[config.mk]
export PLATFORM = sky130hd
export DESIGN_NAME = kbest_sorter_flat
export DESIGN_NICKNAME = d
export VERILOG_FILES = /design/src/rtl/kbest_sorter_if.sv /design/src/rtl/kbest_sorter.sv /design/src/flat_wrapper.sv
export SDC_FILE = /design/constraint.sdc
export NUM_CORES = 1
export LEC_CHECK = 0
export CAP_MARGIN = 0
export CELL_PAD_IN_SITES_DETAIL_PLACEMENT = 0
export CELL_PAD_IN_SITES_GLOBAL_PLACEMENT = 1
export CORE_MARGIN = 2
export CORE_UTILIZATION = 36
export CTS_CLUSTER_SIZE = 8
export DETAILED_ROUTE_END_ITERATION = 7
export PLACE_DENSITY = 0.83
export SETUP_SLACK_MARGIN = 0.05
export SYNTH_ARGS = -nofsm -noshare
export SYNTH_HDL_FRONTEND = slang
export SYNTH_SLANG_ARGS = --single-unit
[constraint.sdc]
create_clock -name clk -period 5.5 [get_ports clk]
set_input_delay 0.55 -clock clk [delete_from_list [all_inputs] [get_ports clk]]
set_output_delay 0.55 -clock clk [all_outputs]
set_load 0.05 [all_outputs]
[src/rtl/kbest_sorter_if.sv]
// Candidate-in / sorted-frame-out bundle for the K-best sorter.
// master = upstream/downstream side, slave = the sorter itself.
interface kbest_sorter_if #(
  parameter int K      = 4,
  parameter int ED_W   = 32,
  parameter int NODE_W = 16
);
  localparam int CNT_W = $clog2(K + 1);

  logic                  in_valid;
  logic                  in_ready;
  logic                  in_last;
  logic [ED_W-1:0]       in_ed;
  logic [NODE_W-1:0]     in_node;
  logic                  out_valid;
  logic                  out_ready;
  logic [K*ED_W-1:0]     out_ed;
  logic [K*NODE_W-1:0]   out_node;
  logic [CNT_W-1:0]      out_count;

  modport master (
    output in_valid, in_last, in_ed, in_node, out_ready,
    input  in_ready, out_valid, out_ed, out_node, out_count
  );

  modport slave (
    input  in_valid, in_last, in_ed, in_node, out_ready,
    output in_ready, out_valid, out_ed, out_node, out_count
  );
endinterface

[src/rtl/kbest_sorter.sv]
// Streaming K-best sorter: keeps the K smallest (ED, node) pairs of a frame in
// ascending order with stable ties, then holds the list until downstream takes it.
module kbest_sorter #(
  parameter int K      = 4,
  parameter int ED_W   = 32,
  parameter int NODE_W = 16
) (
  input  logic          clk,
  input  logic          rst,
  kbest_sorter_if.slave bus
);
  localparam int CNT_W = $clog2(K + 1);

  typedef enum logic {COLLECT, OUTPUT} state_t;

  state_t              state;
  logic                in_ready_q;
  logic                out_valid_q;
  logic [CNT_W-1:0]    count;
  logic [ED_W-1:0]     slot_ed   [K];
  logic [NODE_W-1:0]   slot_node [K];
  logic [K-1:0]        slot_vld;

  logic [K-1:0]        keep;      // slot holds a valid ED <= candidate, so it stays put
  logic [K-1:0]        ins_here;  // first slot that does not stay: candidate lands here
  logic                accept;
  logic                release_out;

  assign accept      = bus.in_valid && in_ready_q;
  assign release_out = (state == OUTPUT) && bus.out_ready;

  // Slots are sorted with valid entries packed at the bottom, so keep[] is a
  // thermometer code and its first zero is the insertion point p.
  // NOTE: every always_comb output gets a default first so no latch is inferred.
  always_comb begin
    keep     = '0;
    ins_here = '0;
    for (int i = 0; i < K; i++) begin
      keep[i] = slot_vld[i] && (slot_ed[i] <= bus.in_ed);
    end
    ins_here[0] = !keep[0];
    for (int i = 1; i < K; i++) begin
      ins_here[i] = !keep[i] && keep[i-1];
    end
  end

  // NOTE: sequential state uses non-blocking assignments only, so every reader
  // in this block sees the pre-edge values of the slots it shifts from.
  always_ff @(posedge clk) begin
    if (rst || release_out) begin
      state       <= COLLECT;
      in_ready_q  <= 1'b1;
      out_valid_q <= 1'b0;
      count       <= '0;
      slot_vld    <= '0;
      // NOTE: the slot arrays are reset on purpose: empty slots are visible on
      // the outputs as ED all-ones / node 0, and validity gates the compare.
      for (int i = 0; i < K; i++) begin
        slot_ed[i]   <= '1;
        slot_node[i] <= '0;
      end
    end else if (state == COLLECT && accept) begin
      if (ins_here[0]) begin
        slot_ed[0]   <= bus.in_ed;
        slot_node[0] <= bus.in_node;
        slot_vld[0]  <= 1'b1;
      end
      for (int i = 1; i < K; i++) begin
        if (ins_here[i]) begin
          slot_ed[i]   <= bus.in_ed;
          slot_node[i] <= bus.in_node;
          slot_vld[i]  <= 1'b1;
        end else if (!keep[i]) begin
          slot_ed[i]   <= slot_ed[i-1];
          slot_node[i] <= slot_node[i-1];
          slot_vld[i]  <= slot_vld[i-1];
        end
      end
      count <= (count == CNT_W'(K)) ? count : count + CNT_W'(1);
      if (bus.in_last) begin
        state       <= OUTPUT;
        in_ready_q  <= 1'b0;
        out_valid_q <= 1'b1;
      end
    end
  end

  assign bus.in_ready  = in_ready_q;
  assign bus.out_valid = out_valid_q;
  assign bus.out_count = count;

  for (genvar g = 0; g < K; g++) begin : g_pack
    assign bus.out_ed[g*ED_W +: ED_W]       = slot_ed[g];
    assign bus.out_node[g*NODE_W +: NODE_W] = slot_node[g];
  end
endmodule

[src/flat_wrapper.sv]
// flat-port wrapper written by rule: the top's interface ports become plain ports
module kbest_sorter_flat 
#(
  parameter int K      = 4,
  parameter int ED_W   = 32,
  parameter int NODE_W = 16
)
  (clk, rst, bus_in_valid, bus_in_last, bus_in_ed, bus_in_node, bus_out_ready, bus_in_ready, bus_out_valid, bus_out_ed, bus_out_node, bus_out_count);
  kbest_sorter_if #(.K(K), .ED_W(ED_W), .NODE_W(NODE_W)) bus_i ();
  input  logic clk;
  input  logic rst;
  input wire logic [$bits(bus_i.in_valid)-1:0] bus_in_valid;
  input wire logic [$bits(bus_i.in_last)-1:0] bus_in_last;
  input wire logic [$bits(bus_i.in_ed)-1:0] bus_in_ed;
  input wire logic [$bits(bus_i.in_node)-1:0] bus_in_node;
  input wire logic [$bits(bus_i.out_ready)-1:0] bus_out_ready;
  output wire logic [$bits(bus_i.in_ready)-1:0] bus_in_ready;
  output wire logic [$bits(bus_i.out_valid)-1:0] bus_out_valid;
  output wire logic [$bits(bus_i.out_ed)-1:0] bus_out_ed;
  output wire logic [$bits(bus_i.out_node)-1:0] bus_out_node;
  output wire logic [$bits(bus_i.out_count)-1:0] bus_out_count;
  assign bus_i.in_valid = bus_in_valid;
  assign bus_i.in_last = bus_in_last;
  assign bus_i.in_ed = bus_in_ed;
  assign bus_i.in_node = bus_in_node;
  assign bus_i.out_ready = bus_out_ready;
  assign bus_in_ready = bus_i.in_ready;
  assign bus_out_valid = bus_i.out_valid;
  assign bus_out_ed = bus_i.out_ed;
  assign bus_out_node = bus_i.out_node;
  assign bus_out_count = bus_i.out_count;
  kbest_sorter #(.K(K), .ED_W(ED_W), .NODE_W(NODE_W)) u_core (.clk(clk), .rst(rst), .bus(bus_i));
endmodule
# ---- Yosys cells after proc, flatten, opt, wreduce, memory -nomap -nowiden
# Memories as Yosys holds them, arrays and structs flattened.
# Cells that the tools add are included.
dict set report classes {
  magnitude_cmp 4
  shifts 0
  n_mul 0
  addsub 1
  n_eq_ne 4
  n_bitwise 17
  div_mod_pow 0
  n_mux 53
  n_reduce_logical 20
}
# operator count
set ops {}
lappend ops {{32-bit 2-to-1 mux} 7}
lappend ops {{32-bit <= comparator} 4}
lappend ops {{16-bit 2-to-1 mux} 7}
lappend ops {{1-bit 2-to-1 mux} 39}
lappend ops {{1-bit bitwise OR} 14}
lappend ops {{2-bit AND reduction} 6}
lappend ops {{1-bit logical AND} 10}
lappend ops {{2-bit inequality test, second input constant} 3}
lappend ops {{3-bit by 1-bit adder with 3-bit output, second input constant} 1}
lappend ops {{3-bit equality test, second input constant} 1}
lappend ops {{1-bit logical NOT} 3}
lappend ops {{1-bit NOT} 3}
lappend ops {{1-bit logical OR} 1}
dict set report word_totals {
  in_bits 53
  register_bits 9
  mem_bits_ro 0
  output_inout_bits 197
  mem_count 2
  latch_bits 0
  ram_bits 192
  elab_cells 108
}
# memory words word_bits rd rd_ports_with_merged_regs write_ports line_no
set mem_list {}
lappend mem_list {u_core.slot_ed 4 32 4 0 4 kbest_sorter.sv:20} ;# logic [ED_W-1:0] slot_ed [K];
lappend mem_list {u_core.slot_node 4 16 4 0 4 kbest_sorter.sv:21} ;# logic [NODE_W-1:0] slot_node [K];

# ---- Longest topological paths before layout
dict set report depth {
  word_depth 10
  ltp_mapped 10
  mapped_depth_nobuf 8
}

# ---- Worst setup path after synthesis
# OpenSTA, ideal clock, no wires.
dict set report synth_timing {
  path_kind {register to register}
  start {mem u_core.slot_ed[2][14]}
  end {mem u_core.slot_ed[2][0], enable pin}
  t_arrival_ps 5628
  path_stages_with_launch 9
  path_buffers 1
  slack_ps -648
  path_cell_list {edfxtp_1 > ha_1 > nand4_1 > nor4_1 > a21boi_1 > o311a_1 > clkbuf_1 > nor2_1 > o21ai_0}
}
# element line_no
set synth_rtl {}
lappend synth_rtl {{start, declared} kbest_sorter.sv:20}

==> impl_results.rst <==
.. list-table::
   :header-rows: 1

   * - Metric
     - Value
   * - Result of the run
     - complete, no violations
   * - Setup violations, final
     - 0
   * - Leakage Power
     - between 5 and 6 nW
   * - Worst skew pair latency
     - between 500 and 600 ps
   * - Fin util
     - 48.55%
   * - Worst vdd ir
     - 215.6 uV
   * - Unrepaired setup endpoints after global routing
     - false
   * - Share of the synthesized area in the top cell type
     - 47.95%
   * - H-tree depth reported by CTS
     - 1
   * - Sum of routed wire length over all layers
     - roughly 45000 um
   * - Mapped cell area
     - approximately 0.012 mm2
   * - Areal power density over the cells
     - 279.4 mW/mm2
   * - Final-stage net count
     - 1589
   * - Post-Synthesis Cells
     - ~1200
   * - Fill cells
     - about 3000
   * - Max FO, Critical Path
     - 23
   * - Post-synthesis cell type with the largest combined area
     - sky130_fd_sc_hd__edfxtp_1
   * - Worst Max-Slew Pin Slew
     - between 1000 and 1500 ps
   * - Worst clock skew on the final layout
     - 11.29 ps
   * - Total of warnings raised by yosys
     - 0
   * - Clock-pin slew on the worst setup and hold paths
     - ~50 ps
   * - Post-route clock period utilization
     - about three quarters
   * - Pin count of the biggest net entering global routing
     - between 40 and 50
   * - Critical path capture point type
     - register
   * - Maximum clock path buffer count
     - 3
   * - Via count of the routed design
     - roughly 11000
   * - Total of flip-flops plus latches after synthesis
     - between 200 and 250
   * - Global-route wire length before repair
     - ~70000 um
   * - Effective utilization at floorplan
     - around 37%
   * - Layout cells sized above 1
     - approximately 5.6%
   * - Final slew viol count
     - 0
   * - Average cell area after synthesis
     - 10.18 um2
   * - Global routing usage summed across all routing layers
     - about a quarter
   * - CTS tree
     - yes
   * - Number of violations reported at the end of detailed-routing iteration 0
     - approximately 1200
   * - Resized Gates After CTS
     - 0
   * - Area Growth Syn to Fin
     - 32.04%
   * - Clock sink count
     - 201
   * - Final non-filler cell total
     - 1864
   * - Placement Cell Area
     - between 0.015 and 0.02 mm2
   * - Launch instance of the worst min-delay path
     - u_core.bus.in_ready$_SDFFE_PP1P_
   * - Data required time of the worst path
     - about 5700 ps
   * - CTS hold repair buffers
     - 0
   * - Time the final worst path needs with I/O delays and setup
     - around 4200 ps
   * - Post-route standard cell area excluding fillers
     - between 0.015 and 0.02 mm2
   * - Post-CTS Setup Bufs
     - 0
   * - Max Clock Freq
     - around 0.24 GHz
   * - Start of the worst register-to-register path
     - u_core.slot_ed[2][14]$_SDFFCE_PN1P_
   * - Pre-Repair DR Iteration Count
     - 5
   * - Path class of the lowest-slack min-delay path
     - reg -> reg
   * - Inserted Clock Buffers
     - 29
   * - Number of rows in the core area
     - 66
   * - Worst EP arrival
     - 4420 ps
   * - Startpoint class of the critical path
     - input port
   * - Area of the core region
     - between 0.03 and 0.04 mm2
   * - Die extent in y
     - about 190 um
   * - Routed via count divided by cell count
     - around 6.0
   * - Final weighted congestion of routability-driven global placement
     - 0.8774
   * - Kind of critical path
     - in -> reg
   * - Setup TNS Final
     - 0 ps
   * - Dpl hpwl
     - approximately 31000 um
   * - Launch point of the worst path
     - bus_in_ed[14]
   * - Port Buf Inserts
     - approximately 250
   * - Overflow left after global routing
     - 0
   * - Die Area
     - between 0.03 and 0.04 mm2
   * - Root Driver
     - sky130_fd_sc_hd__clkbuf_16
   * - Vias in the first global route
     - around 11000
   * - DRC
     - 0
   * - Final hold violation count
     - 0
   * - Post-Synthesis Net Count
     - around 1400
   * - Minimum hold slack
     - 476.5 ps
   * - Placed Cells incl. Taps
     - 1817
   * - Number of antenna violations at the first check in global routing
     - 2
   * - Number of unique standard cell types used by synthesis
     - 53
   * - X dimension of the die
     - about 190 um
   * - Number of nets still failing antenna checks after routing
     - 0
   * - Sequential element share of the synthesized area
     - 49.45%
   * - Max-cap check violation count
     - 0
   * - Slew Limit Headroom
     - ~17%
   * - Post-detailed-route wirelength per cell
     - roughly 24 um
   * - Top-level I/O count
     - 250
   * - Cells taking the most area after synthesis
     - sky130_fd_sc_hd__edfxtp_1, sky130_fd_sc_hd__ha_1, sky130_fd_sc_hd__nand3_1, sky130_fd_sc_hd__o21ai_0, sky130_fd_sc_hd__a21oi_1
[final timing paths]
path / end / slack, ps / depth (start not counted)
hold reg to reg: u_core.bus.in_ready$_SDFFE_PP1P_ / 480 / 2
setup / recovery: u_core.slot_node[2][0]$_SDFFCE_PN0P_ / 1320 / 9
setup reg to reg: u_core.slot_node[2][0]$_SDFFCE_PN0P_ / 1550 / 7
hold / removal: u_core.bus.in_ready$_SDFFE_PP1P_ / 480 / 2
[critical path, cell delays in order]
cell and delay [ps]:
sky130_fd_sc_hd__clkdlybuf4s50_1 540, sky130_fd_sc_hd__inv_1 130, sky130_fd_sc_hd__ha_1 340, sky130_fd_sc_hd__nand4_1 190, sky130_fd_sc_hd__nor4_1 560, sky130_fd_sc_hd__nand4bb_1 400
sky130_fd_sc_hd__o21a_1 540, sky130_fd_sc_hd__o21ai_1 1060, sky130_fd_sc_hd__a21oi_1 100
[per-layer routing]
| metal | wire [um] | GRT usage (%) | up-vias | share of wire (%) |
|---|---|---|---|---|
| li1 | - | - | 4990 | - |
| met1 | 18280 | 33.89 | 5368 | 40 |
| met2 | 20760 | 40.43 | 694 | 46 |
| met3 | 5043 | 6.037 | 89 | 11 |
| met4 | 1154 | 7.295 | 0 | 2.6 |
| met5 | 0 | 0 | - | 0 |
[sequential cells by signal, indices dropped and copies added (netlist names)]
register / cells
u_core.bus.out_count: 3
u_core.bus.in_ready: 1
u_core.slot_node: 64
u_core.bus.out_valid: 1
u_core.slot_vld: 4
u_core.slot_ed: 128
[kinds of logic (layout without fill, tap and decap cells)]
group / after synthesis / in the layout / share of synthesized area, %
multiplexers: 2 / 2 / 0.1665
other: 0 / 1 / 0
buffers and inverters: 124 / 364 / 4.298
XOR/XNOR: 1 / 1 / 0.07285
AO/OA/AOI/OAI: 323 / 323 / 15.39
adder cells (fa/ha/maj): 130 / 130 / 13.53
flip-flops: 201 / 201 / 49.45
AND/OR/NAND/NOR: 400 / 400 / 17.10
[per-stage QoR]
step	setup WS [ps]	total power, mW
CTS	1361	4.448
floorplan	649.1	2.447
global placement	1007	2.812
detailed placement	802.2	2.825
global route	919.3	4.581
finish	1318	4.436
[placed cells by master (no fill, tap or decap), types with 8 or more instances in the layout]
cell type,Yosys,final
sky130_fd_sc_hd__o21ai_4,1,8
sky130_fd_sc_hd__a21o_1,15,15
sky130_fd_sc_hd__nand2_1,62,62
sky130_fd_sc_hd__edfxtp_1,192,192
sky130_fd_sc_hd__buf_4,2,26
sky130_fd_sc_hd__o21ai_0,132,127
sky130_fd_sc_hd__ha_1,130,130
sky130_fd_sc_hd__inv_1,42,42
sky130_fd_sc_hd__clkbuf_16,0,29
sky130_fd_sc_hd__o211ai_1,10,10
sky130_fd_sc_hd__a211oi_1,17,17
sky130_fd_sc_hd__clkdlybuf4s50_1,0,249
sky130_fd_sc_hd__o21ai_1,27,26
sky130_fd_sc_hd__dfxtp_1,9,9
sky130_fd_sc_hd__a21oi_1,91,87
sky130_fd_sc_hd__clkbuf_1,58,15
sky130_fd_sc_hd__nand4_1,57,57
sky130_fd_sc_hd__and2_1,16,16
sky130_fd_sc_hd__nand3_1,217,217
sky130_fd_sc_hd__nor2_1,17,17
[Yosys cell counts, drive strengths merged]
cell	number
nand3	217
edfxtp	192
o21ai	161
ha	130
a21oi	91
nand2	62
clkbuf	58
nand4	57
inv	42
buf	24
a211oi	17
nor2	17
and2	16
a21o	15
o211ai	10
dfxtp	9
o21a	6
and3	5
a221o	4
and4	4
nor2b	4
nor3	4
nor4	4
a221oi	3
nand2b	3
a21boi	2
mux2i	2
o221ai	2
o311a	2
o311ai	2
o31a	2
or3	2
a2111o	1
a2111oi	1
a31oi	1
a41oi	1
and3b	1
and4b	1
nand3b	1
nand4bb	1
o2bb2ai	1
o31ai	1
or4	1
xnor2	1
[final cells by class]
type	instances	area, um2	area share [%]
antenna	1	2.502	0.01576
clock buffer	44	782.0	4.926
clock inverter	2	16.27	0.1025
inverter	42	157.7	0.9930
multi-input combinational	856	5712	35.98
sequential	201	5946	37.45
tap	442	553.0	3.483
timing repair buffer	276	2708	17.05
[power by group]
group / total, mW / internal, mW / switching (mW) / leakage (nW)
clock: 1.63 / 0.961 / 0.670 / 0.380
combinational: 0.951 / 0.300 / 0.651 / 3.23
sequential: 1.85 / 1.79 / 0.0684 / 1.74
(Power assumes the default switching activity.)
